===== src/rtl/nibble_pack_pkg.sv =====
// Shared types and constants for the nibble-to-byte packing path.
package nibble_pack_pkg;

   localparam int unsigned NIB_W_DEF = 4;
   localparam int unsigned BYTE_W    = 2 * NIB_W_DEF;
   localparam int unsigned PAD_NIB   = 0;

   typedef enum logic [0:0] {
      EMPTY_LO = 1'b0,
      HAVE_LO  = 1'b1
   } pack_state_t;

endpackage : nibble_pack_pkg


===== src/rtl/sync_fifo_fwft.sv =====
// Single-clock first-word-fall-through FIFO; head word is driven from registered state.
module sync_fifo_fwft
   import nibble_pack_pkg::*;
#(
   parameter int unsigned WIDTH = BYTE_W,
   parameter int unsigned DEPTH = 4,
   localparam int unsigned AW   = $clog2(DEPTH)
) (
   input  logic             clk_b,
   input  logic             rst_n,
   input  logic             push,
   input  logic [WIDTH-1:0] din,
   input  logic             pop,
   output logic [WIDTH-1:0] dout,
   output logic             empty,
   output logic             full,
   output logic [AW:0]      count
);

   logic [WIDTH-1:0] mem [DEPTH];
   logic [AW-1:0]    wr_ptr;
   logic [AW-1:0]    rd_ptr;
   logic             do_push;
   logic             do_pop;

   assign empty   = (count == '0);
   assign full    = (count == (AW+1)'(DEPTH));
   assign do_pop  = pop && !empty;
   // A full FIFO may still take a word when the head leaves in the same cycle.
   assign do_push = push && (!full || do_pop);
   assign dout    = mem[rd_ptr];

   always_ff @(posedge clk_b) begin
      if (!rst_n) begin
         for (int unsigned i = 0; i < DEPTH; i++) begin
            mem[AW'(i)] <= '0;
         end
         wr_ptr <= '0;
         rd_ptr <= '0;
         count  <= '0;
      end else begin
         if (do_push) begin
            mem[wr_ptr] <= din;
            wr_ptr      <= wr_ptr + AW'(1);
         end
         if (do_pop) begin
            rd_ptr <= rd_ptr + AW'(1);
         end
         case ({do_push, do_pop})
            2'b10:   count <= count + (AW+1)'(1);
            2'b01:   count <= count - (AW+1)'(1);
            default: count <= count;
         endcase
      end
   end

endmodule : sync_fifo_fwft


===== src/rtl/nibble_byte_packer.sv =====
// Packs nibble pairs (first = low) into bytes and queues them on a valid/ready output.
module nibble_byte_packer
   import nibble_pack_pkg::*;
#(
   parameter int unsigned NIB_W = NIB_W_DEF,
   parameter int unsigned DEPTH = 4,
   localparam int unsigned AW   = $clog2(DEPTH)
) (
   input  logic               clk_b,
   input  logic               rst_n,
   input  logic [NIB_W-1:0]   nib_in,
   input  logic               nib_vld,
   input  logic               flush,
   output logic [2*NIB_W-1:0] dout,
   output logic               dout_vld,
   input  logic               dout_rdy,
   output logic [AW:0]        fill_cnt,
   output logic               ovf_err,
   input  logic               err_clr
);

   localparam logic [NIB_W-1:0] PAD = NIB_W'(PAD_NIB);

   pack_state_t        state;
   logic [NIB_W-1:0]   lo;
   logic               push_req;
   logic [2*NIB_W-1:0] push_byte;
   logic               push_acc;
   logic               pop;
   logic               fifo_empty;
   logic               fifo_full;

   assign dout_vld = !fifo_empty;
   assign pop      = dout_vld && dout_rdy;
   assign push_acc = push_req && (!fifo_full || pop);

   always_comb begin
      push_req  = 1'b0;
      push_byte = '0;
      case (state)
         EMPTY_LO: begin
            if (nib_vld && flush) begin
               push_req  = 1'b1;
               push_byte = {PAD, nib_in};
            end
         end
         HAVE_LO: begin
            if (nib_vld) begin
               push_req  = 1'b1;
               push_byte = {nib_in, lo};
            end else if (flush) begin
               push_req  = 1'b1;
               push_byte = {PAD, lo};
            end
         end
         default: begin
            push_req  = 1'b0;
            push_byte = '0;
         end
      endcase
   end

   // The FSM advances whether or not the FIFO accepted the byte.
   always_ff @(posedge clk_b) begin
      if (!rst_n) begin
         state   <= EMPTY_LO;
         lo      <= '0;
         ovf_err <= 1'b0;
      end else begin
         case (state)
            EMPTY_LO: begin
               if (nib_vld && !flush) begin
                  lo    <= nib_in;
                  state <= HAVE_LO;
               end
            end
            HAVE_LO: begin
               if (nib_vld || flush) begin
                  state <= EMPTY_LO;
               end
            end
            default: state <= EMPTY_LO;
         endcase

         if (push_req && !push_acc) begin
            ovf_err <= 1'b1;
         end else if (err_clr) begin
            ovf_err <= 1'b0;
         end
      end
   end

   sync_fifo_fwft #(
      .WIDTH (2 * NIB_W),
      .DEPTH (DEPTH)
   ) u_fifo (
      .clk_b (clk_b),
      .rst_n (rst_n),
      .push  (push_acc),
      .din   (push_byte),
      .pop   (pop),
      .dout  (dout),
      .empty (fifo_empty),
      .full  (fifo_full),
      .count (fill_cnt)
   );

endmodule : nibble_byte_packer


===== config.mk =====
export PLATFORM = sky130hd
export DESIGN_NAME = nibble_byte_packer
export DESIGN_NICKNAME = d
export VERILOG_FILES = /design/src/rtl/nibble_pack_pkg.sv /design/src/rtl/sync_fifo_fwft.sv /design/src/rtl/nibble_byte_packer.sv
export SDC_FILE = /design/constraint.sdc
export NUM_CORES = 1
export LEC_CHECK = 0
export ABC_AREA = 1
export CAP_MARGIN = 0
export CORE_ASPECT_RATIO = 1.75
export CORE_UTILIZATION = 60
export DETAILED_ROUTE_END_ITERATION = 8
export GPL_ROUTABILITY_DRIVEN = 0
export PLACE_DENSITY = 0.84
export SYNTH_ARGS = -nofsm -noshare
export SYNTH_HDL_FRONTEND = slang
export SYNTH_SLANG_ARGS = --single-unit

===== constraint.sdc =====
create_clock -name clk_b -period 6.2 [get_ports clk_b]
set_input_delay 1.86 -clock clk_b [delete_from_list [all_inputs] [get_ports clk_b]]
set_output_delay 1.86 -clock clk_b [all_outputs]
set_load 0.03 [all_outputs]

==> results of run 1 <==
sequential cells by signal (all words and copies together), names as in the netlist, named ones only:
name and flops:
lo 4, u_fifo.mem 32, state 1, u_fifo.rd_ptr 2, ovf_err 1, u_fifo.wr_ptr 2
u_fifo.count 3
power breakdown:
group / leakage [nW] / switching (mW) / internal, mW
clock network: 0.0556 / 0.0970 / 0.118
registers: 0.455 / 0.0279 / 0.364
logic: 0.437 / 0.197 / 0.111
total: 0.948 / 0.322 / 0.593
through the flow:
step	area, um^2	util	setup WS (ns)	std cells	hold slack [ns]
final	2550	0.743	1.89	301	0.461
after global routing	2550	0.743	1.81	301	0.488
after CTS	2550	0.743	1.91	301	0.464
after detailed placement	2440	0.712	1.73	293	0.452
after global placement	2440	0.712	1.91	293	0.445
after floorplan	2190	-	2.83	231	0.429
path summary, 6_finish.rpt:
path,to,cells after the start
setup / recovery,dout[7],4
hold / removal,lo[2],2
setup reg to reg,u_fifo.mem[2][6],2
hold reg to reg,lo[2],2
critical path: stages, from the launching register on:
cell and delay [ns]:
dfxtp_1 0.64, inv_1 0.33, o21ai_0 0.41, o22ai_1 0.14, clkdlybuf4s50_1 0.61
per-layer routing:
layer,wire (um),global-route usage
met1,1640,0.239
met2,2550,0.497
met3,113,0.0462
met4,67,0.0833
met5,0,0
layout make-up:
| type | count | share of cell area |
|---|---|---|
| flip-flops and latches | 47 | 0.494 |
| repair buffers | 22 | 0.0863 |
| clock buffers | 5 | 0.0270 |
| inverters | 32 | 0.0471 |
| clock inverters | 3 | 0.0152 |
| well taps | 45 | 0.0221 |
| multi-input cells | 147 | 0.308 |
cells in the final DEF, fill, tap and decap left out, drive strengths merged:
cell type	Yosys	routed
bufinv	0	1
edfxtp	32	32
nand2	20	20
nor3	16	16
inv	31	31
dfxtp	15	15
ha	1	1
nand4	1	1
nand3	7	7
o22ai	8	8
clkinv	1	3
nor2	51	51
fa	1	1
a21oi	13	13
clkdlybuf4s50	0	22
xor2	1	1
clkbuf	3	5
o21ai	28	28
cells by family after synthesis:
logic type,count (synthesis),share of synthesized area
adder cells (fa/ha/maj),2,0.0148
XOR/XNOR,1,0.00399
AND/OR/NAND/NOR,95,0.221
AO/OA/AOI/OAI,49,0.118
flip-flops,47,0.575
buffers and inverters,37,0.0667
==> impl_results.md, run 1 <==
* Status: complete, no violations
* Core footprint at 3430 um^2
* Yosys warning count at 0
* Fmax at approximately 230 MHz
* Area leader, netlist: edfxtp_1
* Worst reg2reg path startpoint: u_fifo.wr_ptr[1]
* Die Wd at approximately 48 um
* Most used DFF post-synth: edfxtp_1
* GRT Residual Overflow at 0
* Starting Density at 0.639
* Register area share after synthesis at 0.575
* H-Tree Depth at 2
* Initial antenna violation count at 0
* Multi-input gate area at 786 um^2
* Seq. cell area at about 1300 um^2
* Post-synth top area share at 0.438
* Post-CTS Setup Bufs at 0
* Initial DRC count at 60
* Largest net degree at the start of global routing at 20
* CP Capture Type: primary output
* Clk sinks at 47
* Vias in the first global route at 1,455
* Cells after synthesis at 231
* CP max FO at 17
* Hold path startpoint: lo[2]
* Cell Area, Synth at 2190 um^2
* Worst Path Required at between 4 and 5 ns
* Leak pwr at approximately 0.95 nW
* Hold Fails Final Rpt at 0
* Crit path kind: reg2out
* Hold_buf cts at 0
* Max clock buf depth at 2
* Syn Nets at between 200 and 250
* Top post-synthesis cells by area: edfxtp_1, dfxtp_1, nor2_1
* Tcrit/Tclk final at 0.695
* Syn_area_per_cell at 9.50 um^2
* FF+latch count, synth at 47
* Max Slew Vio Count at 0
* CP Launch Type: flop
* Total power at 0.915 mW
* Root buffer cell: clkbuf_8
* Share of cells above drive strength 1 at 0.0938
* CTS tree: done
* # diodes at 0
* PD cells at between 300 and 400 nW/um^2
* Setup Viol. Count Final at 0
* Setup Skew at a little under 0.008 ns
* First-pass GRT wire length at 6.64 mm
* CP arrival at 2.45 ns
* Remaining DRCs at 0
* Peak supply drop at 0.249 mV
* GRT Overall Usage at 0.253
* Async S/R FF share, synth at 0
* Via-to-Cell Ratio at about 5.3
* Detailed placer's ending HPWL at 3.31 mm
* Worst-margin pin slew at roughly 1.1 ns
* Pre-Repair DR Iteration Count at 4
* Register-to-register setup slack at 3.84 ns
* Commonest cells in the netlist: nor2_1, edfxtp_1, inv_1
* Vias at approximately 1,600
* Max-slew headroom at 0.269
* Boundary pin count at 23
* Die Area at between 3000 and 4000 um^2
* Tmin final at 4.31 ns
* Clock slew at reported path FFs at 0.08 ns
* Area Overhead vs Synth at 16.3%
* Routed WL at 4.37 mm
* WL/cell at 14.5 um
* Count leader, synth: nor2_1
* Post-synth EDFFs at 32
* Die Ht at between 80 and 90 um
* Clk_lat worst skew at 0.30 ns
* Hold WC Path Type: reg2reg
* Cell variety after synth at 24
* Max-cap violations at 0
* Row count at 28
* Fill count at 286
* Post-DRT Antenna Nets at 0
* CTS resizes at 0
* RSZ-0062 raised after global routing: no
* Num CTS Buffers at 5
* Nets at 267
* Port buffer count at 22
* Setup TNS Final at 0 ns
Note: power is estimated with default switching activity, not from simulation.
==> run 2, diff against run 1 <==
Settings changed: CORE_UTILIZATION 60 to 50, PLACE_DENSITY 0.84 to 0.75.
Clock period 6.2 ns to 3.7 ns, I/O delays scaled along.
==> impl_results.md, run 2 (synthesis results as in run 1) <==
* Fill count at 354
* Setup Skew at 0.00802 ns
* Row count at 31
* Core footprint at 4190 um^2
* Max clock buf depth at 2
* Post-CTS Setup Bufs at 0
* CP Launch Type: flop
* # diodes at 0
* Remaining DRCs at 0
* Worst Path Required at 2.59 ns
* Initial antenna violation count at 0
* Vias at approximately 1,600
* Nets at 271
* Clk sinks at 47
* Largest net degree at the start of global routing at 20
* Worst reg2reg path startpoint: u_fifo.count[0]
* CTS resizes at 0
* Port buffer count at 22
* End of the worst register-to-register path: u_fifo.count[2]
* Setup TNS Final at 0 ns
* First-pass GRT wire length at 6.69 mm
* Clock share of power at 0.242
* Commonest non-fill, non-tap cell in the layout: nor2_1
* Fmax at roughly 300 MHz
* Max Slew Vio Count at 0
* Clk_lat worst skew at 0.30 ns
* Sequential power share at 0.427
* Hold_buf cts at 0
* CTS tree: done
* Share of cells above drive strength 1 at 0.112
* Register-to-register setup slack at 1.64 ns
* CP Capture Type: primary output
* Peak supply drop at between 0.4 and 0.5 mV
* Crit path kind: reg2out
* R2R depth at 10
* Max-slew headroom at 0.601
* Detailed placer's ending HPWL at around 3.2 mm
* CP arrival at 2.24 ns
* Setup Viol. Count Final at 0
* Tmin final at 3.35 ns
* Hold WC Path Type: reg2reg
* Hold Fails Final Rpt at 0
* Hold path startpoint: lo[2]
* Logic pwr share at 0.332
* H-Tree Depth at 2
* Root buffer cell: clkbuf_8
* Top reg by flops: u_fifo.mem
* Initial DRC count at 30
* Num CTS Buffers at 5
* GRT Overall Usage at 0.202
* Routed WL at roughly 4 mm
* Clock slew at reported path FFs at 0.09 ns
* Via-to-Cell Ratio at roughly 5.2
* Net Sw Frac at 0.349
* Pre-Repair DR Iteration Count at 6
* Starting Density at 0.524
* Area Overhead vs Synth at 18.1%
* PD cells at 594 nW/um^2
* Worst-margin pin slew at 0.597 ns
* WHS Endpoint: lo[2]
* Seq. cell area at 1260 um^2
* CP max FO at 17
* Status: complete, no violations
* Most used cells in the layout excluding fill and tap cells: nor2_1, edfxtp_1, inv_1
* Max-cap violations at 0
* Die Wd at 52.1 um
* Die Ht at 89.6 um
* Regs by FF count: u_fifo.mem x32, lo x4, u_fifo.count x3
* Multi-input gate area at 786 um^2
* Total power at approximately 1.5 mW
* Tcrit/Tclk final at 0.906
* Post-DRT Antenna Nets at 0
* GRT Residual Overflow at 0
* Hold Crit Depth at 2
* Int Power at 1.00 mW
* Die Area at 4670 um^2
* Max reg flops at 32
* Net switching power at roughly 0.54 mW
* WL/cell at 13.3 um
* Vias in the first global route at 1,461
* RSZ-0062 raised after global routing: no
* Boundary pin count at 23
* Leak pwr at slightly below 1 nW
## run 2: worst max-delay path, stage by stage, from the launching register on
cell and delay, ns:
dfxtp_1 0.65, inv_1 0.34, o21ai_0 0.27, o22ai_1 0.09, clkdlybuf4s50_1 0.59
## run 2: layout make-up
| class | instances | area share |
|---|---|---|
| Clock buffer | 5 | 0.0266 |
| Inverter | 32 | 0.0464 |
| Timing Repair Buffer | 26 | 0.0966 |
| Tap cell | 49 | 0.0237 |
| Multi-Input combinational cell | 147 | 0.303 |
| Sequential cell | 47 | 0.487 |
| Clock inverter | 3 | 0.0169 |
## run 2: routing by layer
metal / up-vias / wire length, um / GRT usage
li1: 834 / - / -
met3: 12 / 144 / 0.0387
met2: 44 / 2280 / 0.367
met4: 0 / 180 / 0.147
met1: 716 / 1500 / 0.197
met5: - / 0 / 0
## run 2: per-stage QoR
| stage | instances | hold slack [ns] | utilization | area, um^2 | worst slack [ns] |
|---|---|---|---|---|---|
| final | 309 | 0.456 | 0.619 | 2590 | 0.347 |
| after global routing | 309 | 0.483 | 0.619 | 2590 | 0.0922 |
| after CTS | 309 | 0.456 | 0.619 | 2590 | 0.306 |
| after detailed placement | 301 | 0.443 | 0.592 | 2480 | 0.474 |
| after global placement | 301 | 0.440 | 0.592 | 2480 | 0.556 |
| after floorplan | 231 | 0.429 | - | 2190 | 1.08 |
## run 2: power by group through the flow
stage	clock network [mW]	logic, mW	registers (mW)
floorplan	0	0.317	0.676
global placement	0	0.505	0.668
detailed placement	0	0.511	0.670
CTS	0.379	0.515	0.658
global route	0.395	0.561	0.666
finish	0.372	0.510	0.657
## run 2: worst max-delay path by stage
stage / start / end / slack (ns) / cells after the start
after global placement: nib_vld / u_fifo.count[2] / 0.56 / 11
after global routing: flop / dout[6] / 0.09 / 4
after floorplan: flush / u_fifo.count[2] / 1.08 / 10
final: flop / dout[6] / 0.35 / 4
after detailed placement: nib_vld / u_fifo.count[2] / 0.47 / 11
after CTS: flop / dout[3] / 0.31 / 4
